**src/rtl/i2c_master_reader.sv**
```systemverilog
// i2c_master_reader
//   I2C master performing one 16-bit register read per request:
//   START, {dev,W}, reg, repeated START, {dev,R}, MSB (master ACK),
//   LSB (master NACK), STOP. Every bus symbol is four quarter-ticks
//   P0..P3: SCL is low in P0/P3 and high in P1/P2. Data changes in P0
//   and SDA is sampled at the end of P2.
// Ports
//   clk, rst          single clock, synchronous active-high reset
//   start             request pulse, honoured only while idle
//   dev_addr/reg_addr 7-bit slave address / register index, latched on accept
//   scl               push-pull SCL
//   sda_oe            1 = pull SDA low, 0 = release (open drain)
//   sda_i             SDA pin, double-flopped internally
//   busy              high from accept until done
//   done              one-cycle completion pulse
//   ack_err           with done: 1 if the slave NACKed
//   rd_data           last successfully read value, MSB first on the bus
module i2c_master_reader #(
  parameter int CLK_DIV = 250
) (
  input  logic        clk,
  input  logic        rst,
  input  logic        start,
  input  logic [6:0]  dev_addr,
  input  logic [7:0]  reg_addr,
  output logic        scl,
  output logic        sda_oe,
  input  logic        sda_i,
  output logic        busy,
  output logic        done,
  output logic        ack_err,
  output logic [15:0] rd_data
);

  localparam int CW = (CLK_DIV > 1) ? $clog2(CLK_DIV) : 1;

  typedef enum logic [3:0] {
    S_IDLE, S_START, S_WADDR, S_ACK1, S_WREG, S_ACK2, S_RSTART, S_RADDR,
    S_ACK3, S_RMSB, S_MACK, S_RLSB, S_MNACK, S_STOP, S_DONE
  } state_t;

  state_t          state;
  logic [1:0]      phase;
  logic [2:0]      bit_cnt;
  logic [CW-1:0]   div_cnt;
  logic            qtick;
  logic [6:0]      dev_q;
  logic [7:0]      reg_q;
  logic [7:0]      addr_w;
  logic [7:0]      addr_r;
  logic [15:0]     rx;
  logic            nack;
  logic            sda_m;
  logic            sda_s;
  logic            tx_bit;
  logic            scl_c;
  logic            oe_c;
  logic            byte_st;
  logic            ack_st;

  assign qtick   = busy && (div_cnt == CW'(CLK_DIV - 1));
  assign addr_w  = {dev_q, 1'b0};
  assign addr_r  = {dev_q, 1'b1};
  assign byte_st = (state == S_WADDR) || (state == S_WREG) || (state == S_RADDR) ||
                   (state == S_RMSB)  || (state == S_RLSB);
  assign ack_st  = (state == S_ACK1) || (state == S_ACK2) || (state == S_ACK3);

  always_comb begin
    tx_bit = 1'b1;
    case (state)
      S_WADDR: tx_bit = addr_w[bit_cnt];
      S_WREG:  tx_bit = reg_q[bit_cnt];
      S_RADDR: tx_bit = addr_r[bit_cnt];
      default: tx_bit = 1'b1;
    endcase
  end

  // Bus levels for the current symbol/phase; registered below so scl and
  // sda_oe always move on the same clock edge.
  always_comb begin
    scl_c = (phase == 2'd1) || (phase == 2'd2);
    oe_c  = 1'b0;
    case (state)
      S_IDLE, S_DONE:          scl_c = 1'b1;
      S_START, S_RSTART:       oe_c  = phase[1];          // SDA falls at P2 while SCL high
      S_WADDR, S_WREG, S_RADDR: oe_c = ~tx_bit;
      S_MACK:                  oe_c  = 1'b1;
      S_STOP: begin
        scl_c = (phase != 2'd0);                          // SCL stays high after P1
        oe_c  = ~phase[1];                                // SDA rises at P2 while SCL high
      end
      default:                 oe_c  = 1'b0;
    endcase
  end

  always_ff @(posedge clk) begin
    if (rst) begin
      state   <= S_IDLE;
      phase   <= 2'd0;
      bit_cnt <= 3'd7;
      div_cnt <= '0;
      dev_q   <= '0;
      reg_q   <= '0;
      rx      <= '0;
      nack    <= 1'b0;
      sda_m   <= 1'b1;
      sda_s   <= 1'b1;
      scl     <= 1'b1;
      sda_oe  <= 1'b0;
      busy    <= 1'b0;
      done    <= 1'b0;
      ack_err <= 1'b0;
      rd_data <= '0;
    end else begin
      sda_m  <= sda_i;
      sda_s  <= sda_m;
      scl    <= scl_c;
      sda_oe <= oe_c;
      done   <= 1'b0;
      if (busy) div_cnt <= qtick ? '0 : div_cnt + CW'(1);
      case (state)
        S_IDLE: begin
          // A start coinciding with the done pulse is not taken.
          if (start && !done) begin
            state   <= S_START;
            busy    <= 1'b1;
            div_cnt <= '0;
            phase   <= 2'd0;
            bit_cnt <= 3'd7;
            dev_q   <= dev_addr;
            reg_q   <= reg_addr;
            nack    <= 1'b0;
          end
        end
        S_DONE: begin
          done    <= 1'b1;
          busy    <= 1'b0;
          ack_err <= nack;
          if (!nack) rd_data <= rx;
          state   <= S_IDLE;
        end
        default: begin
          if (qtick) begin
            phase <= phase + 2'd1;
            if (phase == 2'd2) begin
              if (ack_st) nack <= nack | sda_s;
              if ((state == S_RMSB) || (state == S_RLSB)) rx <= {rx[14:0], sda_s};
            end
            if (phase == 2'd3) begin
              bit_cnt <= byte_st ? bit_cnt - 3'd1 : 3'd7;
              case (state)
                S_START:  state <= S_WADDR;
                S_WADDR:  if (bit_cnt == 3'd0) state <= S_ACK1;
                S_ACK1:   state <= nack ? S_STOP : S_WREG;
                S_WREG:   if (bit_cnt == 3'd0) state <= S_ACK2;
                S_ACK2:   state <= nack ? S_STOP : S_RSTART;
                S_RSTART: state <= S_RADDR;
                S_RADDR:  if (bit_cnt == 3'd0) state <= S_ACK3;
                S_ACK3:   state <= nack ? S_STOP : S_RMSB;
                S_RMSB:   if (bit_cnt == 3'd0) state <= S_MACK;
                S_MACK:   state <= S_RLSB;
                S_RLSB:   if (bit_cnt == 3'd0) state <= S_MNACK;
                S_MNACK:  state <= S_STOP;
                S_STOP:   state <= S_DONE;
                default:  state <= S_IDLE;
              endcase
            end
          end
        end
      endcase
    end
  end

endmodule

```
**config.mk**
```make
export PLATFORM = sky130hd
export DESIGN_NAME = i2c_master_reader
export DESIGN_NICKNAME = d
export VERILOG_FILES = /design/src/rtl/i2c_master_reader.sv
export SDC_FILE = /design/constraint.sdc
export NUM_CORES = 1
export LEC_CHECK = 0
export ABC_AREA = 1
export CORE_MARGIN = 5
export CORE_UTILIZATION = 45
export DETAILED_ROUTE_END_ITERATION = 8
export MAX_ROUTING_LAYER = met4
export PLACE_DENSITY = 0.67
export SLEW_MARGIN = 20
export SYNTH_ARGS = -nofsm -noshare
export SYNTH_HDL_FRONTEND = slang
export SYNTH_SLANG_ARGS = --single-unit
```
**constraint.sdc**
```tcl
create_clock -name clk -period 3.81 [get_ports clk]
set_input_delay 0.5715 -clock clk [delete_from_list [all_inputs] [get_ports clk]]
set_output_delay 0.5715 -clock clk [all_outputs]
set_load 0.03 [all_outputs]
```
==> flow_metrics.py, run 1 <==
metrics = {
    "power_and_ir_drop": {
        "p_leak_nw": 1.72,
        "peakVddDrop_mv": 0.242,
        "switching_power_mw": 0.871,
        "combPwrFrac_pct": 31.3,
        "p_per_area_nw_per_um2": 603,
        "p_total_mw": 2.34,
        "intPower_mw": 1.47,
        "sequentialPowerShare_pct": 39.4,
        "swShare_pct": 37.2,
        "p_clk_share_pct": 29.3,
    },
    "synthesis": {
        "synth_edf_count": 0,
        "avgSynthCellArea_um2": 7.14,
        "yosysWarningCount": 0,
        "synth_fp_nets": 474,
        "synthFlopType": "dfxtp_1",
        "synth_mux_area_share_pct": 0,
        "yosysTopAreaCellShare_pct": 45.1,
        "synthCells": 448,
        "yosysMostFrequentCell": "nor2_1",
        "ys_top_cells_by_count": "99 x nor2_1, 73 x nand2_1, 72 x dfxtp_1, 57 x o21ai_0, 39 x inv_1",
        "ys_seq_elements": 72,
        "async_flop_share_pct": 0,
        "synth_xor_xnor_area_share_pct": 0.274,
        "synth_fa_ha_area_share_pct": 2.74,
        "syn_area_um2": 3200,
        "yosys.area_share.simple_pct": 29.6,
        "ys_seq_area_share_pct": 45.1,
        "synth_cell_type_count": 35,
        "synth_compound_area_share_pct": 14.9,
        "yosysTopAreaCell": "dfxtp_1",
        "ys_top_cells_by_area": "dfxtp_1 45%, nor2_1 12%, o21ai_0 8.9%",
        "synth_top_family_by_area": "simple AND/OR/NAND/NOR gates",
    },
    "route": {
        "drtIter0Drc": 118,
        "routed_wl_um": 6970,
        "drc": 0,
        "firstDrtPassIters": 4,
        "via_per_inst": 4.94,
        "wire_per_inst_um": 11.9,
        "dr_total_vias": 2897,
        "ant_nets": 0,
    },
    "global_route": {
        "grt_pass1_wl_um": 12200,
        "grt_pass1_vias": 2783,
        "grt_usage_pct": 17.4,
        "grt_antenna_before_repair": 0,
        "grt_max_degree": 36,
        "grt_remaining_overflow": 0,
    },
    "worst_setup_path": {
        "cp_slowest_cell": "clkdlybuf4s50_1",
        "crit_chain": "clkdlybuf4s50_1",
        "start_kind": "flip-flop",
        "crit_family": "buffers and inverters",
        "cp.buffers_inverters": 1,
        "cp_slowest_stage_delay_ns": 0.73,
        "crit_arrival_ns": 1.55,
        "worst_setup_path_end_kind": "primary output",
        "crit_required_ns": 3.24,
        "worst-path-max-fanout": 8,
        "crit_type": "reg -> out",
    },
    "cts": {
        "cts_hold_buf": 0,
        "root_buffer": "clkbuf_8",
        "cts_setup_buffers": 0,
        "cts.sinks": 72,
        "cts_buffers": 9,
        "clk_latency_ns": 0.36,
        "htree_num_levels": 3,
        "cts_resized": 0,
        "clk_pin_slew_ns": 0.08,
        "cts_buffer_depth": 2,
        "cts_tree": "done",
    },
    "layout": {
        "syn2layout_area_growth_pct": 21.3,
        "fin_nets": 512,
        "diodes": 0,
        "drive_gt1_share_pct": 8.15,
        "layout.cells.non_filler": 587,
        "fin_area_um2": 3880,
        "nFillCells": 676,
    },
    "timing": {
        "drv_slew": 0,
        "rsz0062_at_grt": "no",
        "max_freq_ghz": 0.470,
        "tightest_slew_ns": 0.536,
        "hold_viol_final": 0,
        "setup_tns_ns": 0,
        "finalClockSkew_ns": 0.0103,
        "fin_crit_sh_pct": 55.8,
        "max_slew_margin_pct": 64.2,
        "whs_ns": 0.430,
        "period_minus_slack_ns": 2.13,
        "setup_viol": 0,
    },
    "min_path": {
        "hold_path.class": "reg -> reg",
    },
    "placed_design": {
        "post_dp_cell_area_um2": 3650,
        "placed_cells": 571,
        "place.gp.congestion": 0.820,
        "hpwl_um": 4790,
        "io_buffer_count": 39,
    },
    "status": {
        "status": "finished clean",
    },
    "floorplanning": {
        "io_pins": 40,
        "rows": 30,
        "die_w_um": 94.3,
        "dieArea_um2": 8900,
        "chipHeight_um": 94.3,
        "start_util_pct": 46.6,
        "core_um2": 6870,
    },
    "flow_run": {
        "max_cap_violations": 0,
    },
}
[power by group through the flow]
stage                     Clock (mW)  Combinational, mW  Sequential [mW]
after floorplan                    0              0.569            0.936
after global placement             0              0.730            0.937
after detailed placement           0              0.738            0.940
after CTS                      0.700              0.741            0.922
after global routing           0.741              0.854            0.935
final                          0.687              0.734            0.922
[layout by cell type, fill, tap and decap left out, types with 5 or more instances in the layout]
cell | Yosys | routed
o21ai_0 | 57 | 57
nor2_1 | 99 | 99
nand3_1 | 21 | 21
dfxtp_1 | 72 | 72
nand2_1 | 73 | 73
nor3_1 | 5 | 5
inv_2 | 6 | 6
ha_1 | 7 | 7
clkbuf_8 | 0 | 9
inv_1 | 39 | 39
a21oi_1 | 24 | 24
clkdlybuf4s50_1 | 0 | 39
[registers in the layout (all words and copies together), names as in the netlist, 2 cells and up]
signal   cells
phase        2
dev_q        7
state        4
bit_cnt      3
rx          16
div_cnt      8
reg_q        8
rd_data     16
[final cells by class]
type	count	area [um^2]	area share, %
Clock buffer	9	124	3.19
Inverter	45	169	4.35
Sequential cell	72	1440	37.1
Clock inverter	7	103	2.64
Tap cell	96	120	3.09
Timing Repair Buffer	41	405	10.4
Multi-Input combinational cell	317	1520	39.1
[per-layer routing]
layer	vias up	wire length [um]	track usage, %
met5	-	0	-
met1	1323	3330	21.2
met4	0	97	5.78
li1	1515	-	-
met2	50	3200	28.1
met3	9	335	4.57
[per-stage QoR]
| step | util, % | worst slack, ns |
|---|---|---|
| final | 56.5 | 1.68 |
| after global routing | 56.5 | 1.62 |
| after CTS | 56.5 | 1.68 |
| after detailed placement | 53.2 | 1.51 |
| after global placement | 53.2 | 1.55 |
| after floorplan | - | 2.30 |
[cell families (layout without fill, tap and decap cells)]
logic type / after synthesis / in the layout
and+or+nand+nor: 219 / 219
AOI/OAI and AO/OA: 90 / 90
DFF: 72 / 72
buffers and inverters: 59 / 102
adders and majority gates: 7 / 7
xor gates and xnor gates: 1 / 1
[final timing paths]
check,cells after the start,end,from,slack [ns]
min reg2reg,1,sda_s,sda_m,0.43
min,1,sda_s,sda_m,0.43
max,1,busy,busy,1.68
max reg2reg,9,bit_cnt[0],state[0],1.95
No activity file was read; power rests on OpenSTA's default activity.
==> run 2, diff against run 1 <==
Settings changed: PLACE_DENSITY 0.67 to 0.69.
Clock period 3.81 ns to 1.7 ns, I/O delays scaled along.
==> run 2 against run 1 <==
Compared with the run above: sequential power increased by 120%; non-clock buffer count up 12; count of clock-buffer cells in the layout up 1; largest cell class unchanged; setup slack got worse by 1.6 ns; routed wire length shrank 0.16%; clock power is 100% higher; cell count up 2.0%; combinational power is 150% higher.
==> flow_metrics.py, run 2 (same netlist as run 1, synthesis figures left out) <==
metrics = {
    "status": {
        "status": "finished clean",
    },
    "timing": {
        "fin_crit_sh_pct": 96.3,
        "max_freq_ghz": 0.611,
        "worst_slack_ns": 0.0631,
        "period_minus_slack_ns": 1.64,
        "tightest_slew_ns": 0.321,
        "setup_viol": 0,
        "drv_slew": 0,
        "finalClockSkew_ns": 0.0140,
        "max_slew_margin_pct": 78.6,
        "hold_viol_final": 0,
    },
    "cts": {
        "root_buffer": "clkbuf_8",
        "clk_latency_ns": 0.35,
        "cts_buffers": 9,
        "cts.sinks": 72,
        "cts_tree": "done",
        "clk_pin_slew_ns": 0.08,
        "cts_buffer_depth": 2,
        "htree_num_levels": 3,
    },
    "power_and_ir_drop": {
        "p_total_mw": 5.24,
        "p_leak_nw": 1.78,
        "peakVddDrop_mv": 0.548,
        "switching_power_mw": 1.94,
        "intPower_mw": 3.29,
        "combPwrFrac_pct": 34.4,
        "swShare_pct": 37.1,
        "p_clk_share_pct": 26.5,
        "p_per_area_nw_per_um2": 1310,
        "sequentialPowerShare_pct": 39.0,
    },
    "layout": {
        "diodes": 0,
        "final_common_cell": "nor2_1",
        "fin_area_um2": 3990,
        "drive_gt1_share_pct": 11.7,
        "layout_common_cells": "98 x nor2_1, 71 x nand2_1, 69 x dfxtp_1, 57 x o21ai_0, 39 x inv_1",
        "syn2layout_area_growth_pct": 24.8,
        "top_regs": "rd_data: 16 flops, rx: 16 flops",
        "fin_nets": 524,
    },
    "worst_setup_path": {
        "crit_required_ns": 1.44,
        "crit_arrival_ns": 1.38,
        "crit_type": "reg -> out",
        "reg2reg_slack_ns": 0.17,
        "worst_setup_path_end_kind": "primary output",
        "r2r-end": "state[0]",
        "reg2reg_from": "div_cnt[5]",
        "reg2reg_depth": 8,
        "cp_slowest_stage_delay_ns": 0.69,
        "worst-path-max-fanout": 2,
        "crit_family": "buffers and inverters",
        "crit_chain": "clkdlybuf4s50_1",
        "start_kind": "flip-flop",
        "cp_slowest_cell": "clkdlybuf4s50_1",
        "cp.buffers_inverters": 1,
    },
    "floorplanning": {
        "chipHeight_um": 94.3,
        "rows": 30,
        "core_um2": 6870,
        "dieArea_um2": 8900,
        "start_util_pct": 46.6,
        "io_pins": 40,
        "die_w_um": 94.3,
    },
    "global_route": {
        "grt_max_degree": 37,
        "grt_pass1_vias": 2765,
        "grt_pass1_wl_um": 12100,
        "grt_usage_pct": 17.4,
        "grt_antenna_before_repair": 0,
        "grt_remaining_overflow": 0,
    },
    "placed_design": {
        "hpwl_um": 4960,
        "place.gp.congestion": 0.896,
        "pre_cts_ws_ns": 0.103,
        "post_dp_cell_area_um2": 3750,
        "io_buffer_count": 39,
    },
    "route": {
        "firstDrtPassIters": 4,
        "drtIter0Drc": 107,
        "dr_total_vias": 2896,
        "wire_per_inst_um": 11.6,
        "drc": 0,
        "routed_wl_um": 6950,
        "via_per_inst": 4.83,
        "ant_nets": 0,
    },
    "min_path": {
        "whs_path_depth": 1,
        "worstHoldStart": "sda_m",
        "hold_path.class": "reg -> reg",
        "whs_endpoint": "sda_s",
    },
    "flow_run": {
        "max_cap_violations": 0,
    },
}
run 2: changes by cell type in the layout (fill, tap and decap cells not counted), sizes merged:
cell / delta
dlygate4sd2: +1
clkinvlp: +1
clkbuf: +1
clkdlybuf4s50: -1
inv: -1
buf: +12
bufinv: -1
run 2: layout make-up:
class | instances | area, um^2
multi-input cells | 317 | 1530
flip-flops and latches | 72 | 1450
clock buffers | 10 | 138
clock inverters | 6 | 67.6
repair buffers | 53 | 519
well taps | 96 | 120
inverters | 45 | 171
fillers | 672 | 2880
run 2: worst max path at each step:
stage,from,end,slack (ns),cells after the start
4_1_cts,ack_err,ack_err,0.04,1
2_1_floorplan,busy,rx[10],0.19,8
6_report,ack_err,ack_err,0.06,1
5_1_grt,div_cnt[1],rx[7],-0.01,9
3_3_place_gp,start,dev_q[2],0.15,7
3_5_place_dp,start,reg_q[0],0.10,7
run 2: what timing repair did:
action,in CTS,in global routing
buffers inserted,0,2
pin swaps,0,1
gates resized for setup,1,9
gates cloned,0,0
hold buffers,0,0
setup endpoints to repair,1,22
run 2: routing by layer:
layer / global-route usage, % / part of all wire, % / vias to the layer above
li1: - / - / 1545
met1: 21.0 / 48 / 1298
met2: 28.5 / 46 / 41
met3: 3.69 / 3.6 / 12
met4: 6.86 / 2.0 / 0
met5: - / 0 / -
run 2: power by group through the flow:
stage                     registers, mW  logic, mW  clock network, mW
after floorplan                    2.10       1.27                  0
after global placement             2.07       1.78                  0
after detailed placement           2.08       1.80                  0
after global routing               2.07       2.09               1.51
final                              2.04       1.80               1.39
after CTS                          2.04       1.81               1.43
run 2: stage by stage:
stage,utilization [%],cells,hold slack [ns],setup TNS [ns]
detailed placement,54.7,581,0.401,0
CTS,57.6,597,0.422,0
global placement,54.7,581,0.397,0
floorplan,-,448,0.324,0
finish,58.1,599,0.415,0
global route,58.1,599,0.425,-0.0279
==> run 3, diff against run 2 <==
Settings changed: ABC_AREA 1 to default.
==> run 3 against run 2 <==
Compared with the run above: the flow now finishes with violations (negative setup slack); critical endpoint is now state[3]; count of clock-buffer cells in the layout stayed put; total power is 2.9% lower; flip-flop and latch count stayed put; cell area is 8.5% higher; cell count is 7.5% lower; synthesized cell count is 17% lower; sequential power is 4% lower; hold slack worse by 0.20 ns; register-to-register slack worse by 0.28 ns.
==> flow_metrics.py, run 3 <==
metrics = {
    "power_and_ir_drop": {
        "peakVddDrop_mv": 0.745,
        "p_leak_nw": 1.65,
        "p_per_area_nw_per_um2": 1170,
        "p_total_mw": 5.09,
    },
    "floorplanning": {
        "die_w_um": 94.2,
        "chipHeight_um": 94.2,
        "io_pins": 40,
        "rows": 30,
        "dieArea_um2": 8870,
        "core_um2": 6830,
        "start_util_pct": 46.7,
    },
    "layout": {
        "drive_gt1_share_pct": 24.9,
        "final_common_cell": "nand2_1",
        "diodes": 0,
        "syn2layout_area_growth_pct": 35.8,
        "layout_common_cells": "71 x nand2_1, 64 x dfxtp_1, 53 x buf_4, 42 x a21oi_1, 37 x clkdlybuf4s50_1",
        "layout.cells.non_filler": 554,
        "fin_nets": 480,
        "top_regs": "rd_data: 16 flops, rx: 16 flops",
        "fin_area_um2": 4330,
        "fin_util_pct": 63.4,
    },
    "timing": {
        "setup_tns_ns": -0.222,
        "drv_slew": 0,
        "fin_crit_sh_pct": 106,
        "finalClockSkew_ns": 0.00856,
        "setup_viol": 4,
        "worst_slack_ns": -0.106,
        "period_minus_slack_ns": 1.81,
        "hold_viol_final": 0,
        "whs_ns": 0.218,
        "max_freq_ghz": 0.554,
        "rsz0062_at_grt": "yes",
        "max_slew_margin_pct": 72.7,
        "tightest_slew_ns": 0.399,
    },
    "synthesis": {
        "ys_top_cells_by_count": "72 x dfxtp_1, 71 x nand2_1, 45 x a21oi_1, 36 x nor2_1",
        "avgSynthCellArea_um2": 8.55,
        "async_flop_share_pct": 0,
        "yosysMostFrequentCell": "dfxtp_1",
        "yosysTopAreaCellShare_pct": 45.2,
        "yosysWarningCount": 0,
        "ys_seq_area_share_pct": 45.2,
        "ys_seq_elements": 72,
        "syn_area_um2": 3190,
        "synthCells": 373,
        "synth_edf_count": 0,
        "ys_top_cells_by_area": "dfxtp_1 45%, nand2_1 8.4%, a21oi_1 7.1%",
        "synthFlopType": "dfxtp_1",
        "synth_cell_type_count": 50,
        "yosysTopAreaCell": "dfxtp_1",
        "synth_fp_nets": 399,
    },
    "global_route": {
        "met3_usage_pct": 4.97,
        "grt_max_degree": 27,
        "grt_busiest_layer": "met2",
        "grt_antenna_before_repair": 0,
        "use_met1_pct": 21.9,
        "grt_usage_pct": 18.0,
        "grt_pass1_wl_um": 12600,
        "grt_pass1_vias": 2850,
        "use_met2_pct": 28.7,
        "grt_remaining_overflow": 0,
    },
    "route": {
        "drtIter0Drc": 98,
        "dr_total_vias": 2839,
        "routed_wl_um": 7650,
        "drc": 0,
        "ant_nets": 0,
        "wire_per_inst_um": 13.8,
        "firstDrtPassIters": 4,
        "via_per_inst": 5.12,
    },
    "placed_design": {
        "pre_cts_ws_ns": -0.195,
        "hpwl_um": 5230,
        "placed_cells": 533,
        "io_buffer_count": 39,
        "place.gp.congestion": 0.860,
        "post_dp_cell_area_um2": 3990,
    },
    "cts": {
        "cts_hold_buf": 0,
        "clk_latency_ns": 0.35,
        "cts_tree": "done",
        "htree_num_levels": 3,
        "clk_pin_slew_ns": 0.07,
        "root_buffer": "clkbuf_8",
        "cts_buffers": 9,
        "cts_buffer_depth": 2,
        "cts.sinks": 72,
    },
    "worst_setup_path": {
        "crit_arrival_ns": 2.09,
        "crit_chain": "ha_2 -> inv_1 -> or3_4 -> a32o_2 -> or4_4 -> a21oi_2",
        "worst_setup_path_end_kind": "flip-flop",
        "crit_required_ns": 1.98,
        "cp_slowest_cell": "or4_4",
        "crit_type": "reg -> reg",
        "worst-path-max-fanout": 3,
        "cp_slowest_stage_delay_ns": 0.42,
        "start_kind": "flip-flop",
    },
    "flow_run": {
        "max_cap_violations": 0,
    },
    "status": {
        "status": "finished, violations left",
        "failed_checks": "negative setup slack",
    },
    "min_path": {
        "hold_path.class": "in -> reg",
    },
}
run 3: cell count changes after synthesis, moves of 4 or more:
cell and change:
inv_2 -6, xor2_1 +4, buf_4 +5, mux2i_1 +17, clkbuf_1 +10, xnor2_1 +4, inv_1 -29, a21oi_1 +21
or3_1 +4, o21ai_0 -49, nor2_1 -63, nand3_1 -17
run 3: final timing paths:
kind / startpoint / end / slack, ns / cells after the start
min: rst / state[3] / 0.22 / 2
min reg2reg: sda_m / sda_s / 0.44 / 1
max: phase[0] / state[3] / -0.11 / 6
max reg2reg: phase[0] / state[3] / -0.11 / 6
run 3: logic make-up after synthesis:
logic type / after synthesis / share of synthesized area, %
flip-flops: 72 / 45.2
AO/OA/AOI/OAI: 78 / 14.6
adder cells (fa/ha/maj): 7 / 2.75
buffers and inverters: 36 / 5.26
multiplexers: 22 / 8.16
XOR/XNOR: 9 / 2.47
AND/OR/NAND/NOR: 149 / 21.5
run 3: metal layers:
layer / vias to the layer above / wire [um]
li1: 1449 / -
met1: 1328 / 3410
met2: 49 / 3820
met3: 13 / 300
met4: 0 / 114
met5: - / 0
run 3: cell type report:
class	count	area (um^2)
sequential	72	1460
fill	597	2500
clock buffer	10	138
multi-input combinational	265	1680
inverter	10	40.0
tap	96	120
clock inverter	5	32.5
timing repair buffer	96	858
run 3: what timing repair did:
item / 4_1_cts / 5_1_grt
pin swaps: 3 / 14
buffers inserted: 2 / 3
setup endpoints to repair: 10 / 43
gates resized for setup: 8 / 23
cloned: 0 / 1
run 3: worst max-delay path, delay by kind of cell, from the launching register on:
family	cells	cell delay (ns)
simple gates	2	0.81
flops	1	0.34
compound gates	2	0.37
fa+ha+maj	1	0.17
buf+inv	1	0.06
run 3: report_power, final:
| group | internal [mW] | switching [mW] | total [mW] |
|---|---|---|---|
| Clock | 0.561 | 0.643 | 1.20 |
| Combinational | 0.932 | 0.995 | 1.93 |
| Sequential | 1.83 | 0.129 | 1.96 |
